File: src/rtl/alu_bist_pkg.sv
// Shared definitions for the ALU BIST sequencer: FSM encoding, LFSR/MISR polynomial,
// MISR feedback taps and the LFSR step helper.
package alu_bist_pkg;

   typedef enum logic [1:0] {
      ST_IDLE = 2'd0,
      ST_RUN  = 2'd1,
      ST_DONE = 2'd2
   } state_t;

   localparam logic [31:0] LFSR_POLY = 32'h0040_0007;

   localparam int MISR_TAP_3 = 31;
   localparam int MISR_TAP_2 = 21;
   localparam int MISR_TAP_1 = 1;
   localparam int MISR_TAP_0 = 0;

   // Galois step shared by both operand generators.
   function automatic logic [31:0] lfsr_next(input logic [31:0] x);
      return {x[30:0], 1'b0} ^ (x[31] ? LFSR_POLY : 32'h0);
   endfunction

   function automatic logic [31:0] misr_shift(input logic [31:0] s);
      return {s[30:0], s[MISR_TAP_3] ^ s[MISR_TAP_2] ^ s[MISR_TAP_1] ^ s[MISR_TAP_0]};
   endfunction

   // An all-zero seed would lock the generator, so it is promoted to 1.
   function automatic logic [31:0] nonzero_seed(input logic [31:0] s);
      return (s == 32'h0) ? 32'h0000_0001 : s;
   endfunction

endpackage

File: src/rtl/alu_bist_lfsr32.sv
// 32-bit Galois LFSR operand generator; reset and load both reload the seed.
module alu_bist_lfsr32
   import alu_bist_pkg::*;
(
   input  logic        clk,
   input  logic        reset,
   input  logic        load,
   input  logic        step,
   input  logic [31:0] seed,
   output logic [31:0] value
);

   // NOTE: sequential state uses non-blocking assignments so every register samples pre-edge values.
   always_ff @(posedge clk) begin
      if (reset || load)
         value <= seed;
      else if (step)
         value <= lfsr_next(value);
   end

endmodule

File: src/rtl/alu_bist.sv
// ALU built-in self-test: LFSR operands, full aluc sweep per pair, MISR compaction.
// Optional zero-flag consistency check enabled by defining ALU_BIST_ZCHECK_EN.
module alu_bist
   import alu_bist_pkg::*;
#(
   parameter int unsigned NUM_VECTORS = 8,
   parameter logic [31:0] A_SEED      = 32'h1234_5678,
   parameter logic [31:0] B_SEED      = 32'h8765_4321,
   parameter logic [31:0] MISR_SEED   = 32'hFFFF_FFFF,
   parameter logic [15:0] OP_MASK     = 16'hFFFF,
   parameter logic [31:0] GOLDEN_SIG  = 32'h0000_0000
) (
   input  logic        clk,
   input  logic        reset,
   input  logic        start,
   output logic        busy,
   output logic        done,
`ifdef ALU_BIST_ZCHECK_EN
   output logic        zero_err,
`endif
   output logic        pass,
   output logic [31:0] signature,
   output logic [31:0] alu_a,
   output logic [31:0] alu_b,
   output logic [3:0]  alu_aluc,
   input  logic [31:0] alu_r,
   input  logic        alu_z
);

   localparam logic [31:0] A_INIT    = nonzero_seed(A_SEED);
   localparam logic [31:0] B_INIT    = nonzero_seed(B_SEED);
   localparam logic [31:0] MISR_INIT = nonzero_seed(MISR_SEED);
   localparam logic [15:0] LAST_VEC  = 16'(NUM_VECTORS - 1);

   state_t      state, state_next;
   logic [15:0] vec_cnt;
   logic        load, run, wrap, last;
   logic [31:0] sig_next;
   logic        pass_ok;

   always_ff @(posedge clk) begin
      if (reset)
         state <= ST_IDLE;
      else
         state <= state_next;
   end

   always_comb begin
      state_next = state;
      unique case (state)
         ST_IDLE: if (start) state_next = ST_RUN;
         ST_RUN:  if (last)  state_next = ST_DONE;
         ST_DONE:            state_next = ST_IDLE;
         default:            state_next = ST_IDLE;
      endcase
   end

   // NOTE: every combinational output gets a default first, so no path can infer a latch.
   always_comb begin
      busy = 1'b0;
      done = 1'b0;
      load = 1'b0;
      run  = 1'b0;
      unique case (state)
         ST_IDLE: load = start;
         ST_RUN: begin
            busy = 1'b1;
            run  = 1'b1;
         end
         ST_DONE: done = 1'b1;
         default: ;
      endcase
      wrap = run && (alu_aluc == 4'hF);
      last = wrap && (vec_cnt == LAST_VEC);
   end

   alu_bist_lfsr32 u_lfsr_a (
      .clk   (clk),
      .reset (reset),
      .load  (load),
      .step  (wrap),
      .seed  (A_INIT),
      .value (alu_a)
   );

   alu_bist_lfsr32 u_lfsr_b (
      .clk   (clk),
      .reset (reset),
      .load  (load),
      .step  (wrap),
      .seed  (B_INIT),
      .value (alu_b)
   );

   // The zero flag is folded into bit 0 so a wrong z alone still perturbs the signature.
   always_comb begin
      sig_next = signature;
      if (OP_MASK[alu_aluc])
         sig_next = misr_shift(signature) ^ {alu_r[31:1], alu_r[0] ^ alu_z};
   end

`ifdef ALU_BIST_ZCHECK_EN
   logic zerr_next;

   assign zerr_next = zero_err | (alu_z != (alu_r == 32'h0));
   assign pass_ok   = (sig_next == GOLDEN_SIG) && !zerr_next;

   always_ff @(posedge clk) begin
      if (reset || load)
         zero_err <= 1'b0;
      else if (run)
         zero_err <= zerr_next;
   end
`else
   assign pass_ok = (sig_next == GOLDEN_SIG);
`endif

   always_ff @(posedge clk) begin
      if (reset || load) begin
         alu_aluc  <= 4'h0;
         vec_cnt   <= 16'h0;
         signature <= MISR_INIT;
         pass      <= 1'b0;
      end else if (run) begin
         signature <= sig_next;
         alu_aluc  <= alu_aluc + 4'h1;
         if (wrap)
            vec_cnt <= vec_cnt + 16'h1;
         if (last)
            pass <= pass_ok;
      end
   end

endmodule

File: config.mk
export PLATFORM = sky130hd
export DESIGN_NAME = alu_bist
export DESIGN_NICKNAME = d
export VERILOG_FILES = /design/src/rtl/alu_bist_pkg.sv /design/src/rtl/alu_bist_lfsr32.sv /design/src/rtl/alu_bist.sv
export SDC_FILE = /design/constraint.sdc
export NUM_CORES = 1
export LEC_CHECK = 0
export ABC_AREA = 0
export BUFFER_PORTS_ARGS = -buffer_cell sky130_fd_sc_hd__buf_4
export CAP_MARGIN = 20
export CELL_PAD_IN_SITES_DETAIL_PLACEMENT = 0
export CELL_PAD_IN_SITES_GLOBAL_PLACEMENT = 1
export CORE_MARGIN = 3
export CORE_UTILIZATION = 31
export CTS_CLUSTER_DIAMETER = 100
export CTS_CLUSTER_SIZE = 40
export DETAILED_ROUTE_END_ITERATION = 12
export PLACE_DENSITY = 0.7
export REMOVE_ABC_BUFFERS = 1
export SLEW_MARGIN = 15
export SYNTH_ARGS = -nofsm -noshare
export SYNTH_HDL_FRONTEND = slang
export SYNTH_HIERARCHICAL = 1
export SYNTH_SLANG_ARGS = --single-unit
File: constraint.sdc
create_clock -name clk -period 4.2 [get_ports clk]
set_input_delay 0.42 -clock clk [delete_from_list [all_inputs] [get_ports clk]]
set_output_delay 0.42 -clock clk [all_outputs]
set_load 0.02 [all_outputs]
==> results of run 1 <==
[report_power, final]
| part | total, mW | internal (mW) | leakage [nW] | switching, mW |
|---|---|---|---|---|
| clock network | 1.34 | 0.812 | 0.259 | 0.533 |
| registers | 1.41 | 1.34 | 1.09 | 0.0672 |
| logic | 0.535 | 0.246 | 1.64 | 0.288 |
| total | 3.29 | 2.40 | 2.99 | 0.889 |
[area by class of cell]
type,instances,area (µm²)
Timing Repair Buffer,143,1070
Multi-Input combinational cell,346,2410
Clock buffer,17,425
Clock inverter,15,130
Tap cell,220,275
Inverter,3,11.3
Fill cell,1629,9350
Sequential cell,119,3020
[flip-flops by register name (all words and copies together), names as in the netlist]
name            flops
signature          32
state               2
u_lfsr_b/value     32
alu_aluc            4
pass                1
vec_cnt            16
u_lfsr_a/value     32
[cell usage in the layout (no fill, tap or decap), types with 3 or more instances in the layout]
cell        count
a21oi_1         4
buf_4         141
clkbuf_16      17
clkinv_2        3
clkinv_4        3
clkinvlp_4      5
conb_1         64
dfxtp_1        55
edfxtp_1       64
mux2_2         60
mux2_4          4
nand2_1        50
nand3_1        12
nand4_1        10
nor2_1         22
nor3_2          7
o211ai_1       26
xnor2_1        39
xor2_1         20
[through the flow]
stage	power [mW]	hold WS (ps)	instance area (µm²)	instances
5_1_grt	3.43	282	7350	863
3_5_place_dp	1.97	482	6800	831
2_1_floorplan	1.74	471	5440	468
4_1_cts	3.34	273	7350	863
6_report	3.29	289	7350	863
3_3_place_gp	1.96	453	6780	829
[worst max-delay path: stages, from the launching register on]
cell and delay [ps]:
dfxtp_1 350, nand2b_2 130, buf_4 460, inv_2 230
buf_4 220
[logic make-up after synthesis]
kind of cell | Yosys count | synth area share (%)
XOR/XNOR | 59 | 9.67
AO/OA/AOI/OAI | 33 | 4.36
buffers and inverters | 22 | 2.69
flip-flops | 119 | 56.6
multiplexers | 64 | 13.8
AND/OR/NAND/NOR | 124 | 12.3
other | 2 | 0.141
adder cells (fa/ha/maj) | 2 | 0.468
[how the worst max path moves through the flow]
stage                   from                  to  slack, ps  depth (start not counted)
floorplan           state[1]         alu_aluc[3]       1860                          5
global placement       start  u_lfsr_b/value[10]       1570                          3
detailed placement     start  u_lfsr_a/value[15]       1840                          4
CTS                 state[1]                busy       1950                          4
global route        state[1]                busy       1790                          4
finish              state[1]                busy       1970                          4
[layer usage]
metal | vias to the layer above | wire [µm]
li1 | 1879 | -
met1 | 1784 | 5160
met2 | 104 | 6160
met3 | 15 | 604
met4 | 0 | 223
met5 | - | 0
==> out/qor.csv, run 1 <==
metric,value,unit
Netlist cell types,38,
"count leader, synth",edfxtp_1,
cells after synthesis,425,
pre-CTS setup slack,1840,ps
CTS sink cnt,119,
Remaining DRCs,0,
die width,137,µm
count of input and output buffers,138,
crit path DAT,1810,ps
most frequent cells after synthesis,"edfxtp_1 (64), mux2_2 (60), dfxtp_1 (55)",
Chip Height,137,µm
endpoint class of the critical path,output pin,
proportion of layout cells with a drive suffix above 1,40.1,%
First-pass DRT Iterations,5,
number of routed nets with antenna violations,0,
HP Class,in2reg,
R2R Setup Slk,2000,ps
via count,3782,
drt via density,4.38,
post-cts resize count,0,
worst-skew pair later-pin latency,410,ps
required time of the critical path,3780,ps
FF-to-FF Start,state[0],
Clock Skews,9.26,ps
Worst Hold Endpoint,state[0],
Placer Congestion,0.802,
area delta synth->final,37.6,%
post-layout min period,2230,ps
WHS Path Cells,2,
CTS tree,yes,
H-Tree Depth,4,
mean area per synthesized cell,12.6,µm²
met3 usage,3.76,%
Synth Warn #,6,
"Worst Path Class, Setup",reg2out,
largest buffer count on any clock path,2,
number of synthesized register bits,119,
Final Routed Wirelength,12200,µm
grt ovf,0,
post-DP HPWL,8810,µm
Final TNS setup,0,ps
WL per Instance,14.1,µm
CP Launch Type,register,
post-layout util,44.0,%
Slew HR,39.0,%
"Reg clk slew, reported paths",50,ps
met1 track demand over resource,15.8,%
"Setup Fix Bufs, Post-CTS",0,
period utilization,53.0,%
std cell rows,47,
ranking of synthesized cells by area,"edfxtp_1 (36%), dfxtp_1 (21%), mux2_2 (13%), xnor2_1 (6.4%), o211ai_1 (3.7%)",
core area,16700,µm²
Ports,139,
status,completed,
final setup vio count,0,
antenna cell count,0,
sequential area share after synthesis,56.6,%
MaxCap Viol Count,0,
GR peak layer,met2,
root buffer cell,clkbuf_16,
Iter 0 DRT Violations,224,
Die ar.,18800,µm²
first-pass GRT wire length,19300,µm
post-synth top area cell,edfxtp_1,
initial antenna violation count,0,
GRT Total Usage,13.1,%
max-slew violation count,0,
share of the synthesized area in the top cell type,36.0,%
CP max FO,61,
reg2reg end,u_lfsr_a/value[7],
fin nets,668,
top achievable clock speed,449,MHz
pwr/cell area,447,nW/µm²
Hold Buf Count CTS,0,
hold wc startpoint,reset,
Initial Util,32.0,%
met2 usage,21.8,%
maximum vdd ir drop,0.000274,V
RSZ-0062 raised after global routing,false,
Pleak,2.99,nW
vias in the first global route,3768,
PnR worst setup slack,1970,ps
Worst-Margin Slew,913,ps
top_reg_cell synth,edfxtp_1,
Post-synth EDFFs,64,
CTS Buf Count,17,
post-synthesis cell area,5340,µm²
largest net degree at the start of global routing,62,
FF-to-FF path depth,3,
Hold Fails Final Rpt,0,
Post-synth ARST share,0,%
(Power assumes the default switching activity.)
==> inputs of run 2 (changes only) <==
ABC_AREA = 1   (was 0)
PLACE_DENSITY = 0.74   (was 0.7)
clock period = 2.2 ns   (was 4.2 ns; I/O delays follow)
==> out/qor.csv, run 2 <==
metric,value,unit
root buffer cell,clkbuf_16,
area delta synth->final,37.6,%
Crit path max-delay family,buffers and inverters,
Ports,139,
initial antenna violation count,0,
most frequent cells in the layout,"nand2_1 (321), buf_4 (148), inv_1 (75)",
Die ar.,20300,µm²
post-synth top area cell,edfxtp_1,
via count,5010,
sequential area share after synthesis,52.2,%
number of routed nets with antenna violations,0,
complex-gate fraction of the synthesized area,5.58,%
CTS tree,yes,
CP max FO,27,
share of the synthesized area in the top cell type,33.2,%
Remaining DRCs,0,
"Setup Fix Bufs, Post-CTS",0,
largest buffer count on any clock path,2,
XOR/XNOR Fraction of Synth Area,1.21,%
post-layout min period,1890,ps
std cell rows,49,
final setup vio count,0,
MaxCap Viol Count,0,
Chip Height,143,µm
"commonest non-fill, non-tap cell in the layout",nand2_1,
post-synthesis cell area,5790,µm²
Clock Skews,9.40,ps
Storage cell area,3020,µm²
"Worst Path Class, Setup",reg2out,
mux cell area share after synthesis,0,%
RSZ-0062 raised after global routing,false,
post-DP HPWL,9780,µm
vias in the first global route,4671,
endpoint class of the critical path,output pin,
pwr/cell area,870,nW/µm²
core area,18100,µm²
count of input and output buffers,138,
"count leader, synth",nand2_1,
First-pass DRT Iterations,5,
HP Class,in2reg,
drt via density,4.19,
Placed Cells,1165,
Final Routed Wirelength,13900,µm
status,completed,
Pleak,4.05,nW
cells after synthesis,748,
top flop regs,"signature x32, u_lfsr_a/value x32, u_lfsr_b/value x32",
CTS sink cnt,119,
H-Tree Depth,4,
grt ovf,0,
ranking of synthesized cells by area,"edfxtp_1 (33%), nand2_1 (21%), dfxtp_1 (19%), inv_1 (4.9%), nor2_1 (4.6%)",
CTS Buf Count,17,
Post-synth ARST share,0,%
Layout fillers,1842,
CP Launch Type,register,
number of synthesized register bits,119,
die width,143,µm
crit-path most repeated cell,buf_4,
WP buf/inv,3,
most frequent cells after synthesis,"nand2_1 (321), inv_1 (75), nor2_1 (71)",
hold_ws,75.3,ps
worst-skew pair later-pin latency,410,ps
GRT Total Usage,14.0,%
"Reg clk slew, reported paths",50,ps
maximum vdd ir drop,0.000564,V
top_reg_cell synth,edfxtp_1,
WL per Instance,11.6,µm
proportion of layout cells with a drive suffix above 1,21.1,%
period utilization,86.1,%
Synth Warn #,6,
fin nets,993,
crit path DAT,1670,ps
crit-path cells,"nand2_4, inv_1, buf_4, buf_4",
area of the multi-input gates,2520,µm²
Initial Util,31.9,%
required time of the critical path,1980,ps
mean area per synthesized cell,7.74,µm²
max-slew violation count,0,
antenna cell count,0,
Hold Fails Final Rpt,0,
CP max stage delay,390,ps
total chip power,6.92,mW
largest family of logic cells by synthesized area,simple AND/OR/NAND/NOR gates,
Adder-Cell Fraction of Synth Area,0.432,%
top achievable clock speed,528,MHz
post-cts resize count,0,
Hold Buf Count CTS,0,
Slowest cell on crit path,dfxtp_1,
Non-Filler Instances,1197,
Netlist cell types,28,
first-pass GRT wire length,23000,µm
largest net degree at the start of global routing,33,
Post-synth EDFFs,64,
Iter 0 DRT Violations,284,
Placer Congestion,0.758,
Synth Area in Simple Gates,32.2,%
run 2: cell families (layout without fill, tap and decap cells):
group,after synthesis,after routing
adders and majority gates,2,2
AOI/OAI and AO/OA,64,64
DFF,119,119
xor gates and xnor gates,8,8
and+or+nand+nor,449,449
buffers and inverters,104,262
other,2,64
run 2: final cells by class:
class	count	area share, %
inverters	80	3.77
multi-input cells	587	31.7
well taps	229	3.60
repair buffers	150	14.5
clock buffers	17	5.34
flip-flops and latches	119	38.0
clock inverters	15	3.14
run 2: metal layers:
metal / share of wire (%) / GRT usage (%)
met4: 0.52 / 4.50
met2: 41 / 20.1
met5: 0 / 0
met1: 50 / 19.2
met3: 9.0 / 5.69
run 2: final timing paths:
path,from,cells past startpoint,endpoint,slack [ps]
min,reset,2,state[0],80
max reg2reg,state[0],7,u_lfsr_b/value[3],470
min reg2reg,pass,2,pass,470
max,state[0],4,busy,310
run 2: power by group:
group / internal (mW) / switching [mW] / total [mW] / leakage [nW]
sequential: 2.56 / 0.133 / 2.69 / 1.10
combinational: 0.418 / 0.647 / 1.06 / 2.63
clock: 2.13 / 1.03 / 3.16 / 0.318
run 2: stage by stage:
stage	area (µm²)	setup TNS [ps]	util, %	setup slack [ps]
finish	7960	0	43.9	306
global route	7960	0	43.9	143
CTS	7960	0	43.9	274
detailed placement	7280	0	40.1	458
global placement	7280	0	40.1	504
floorplan	5840	-3990	-	-208
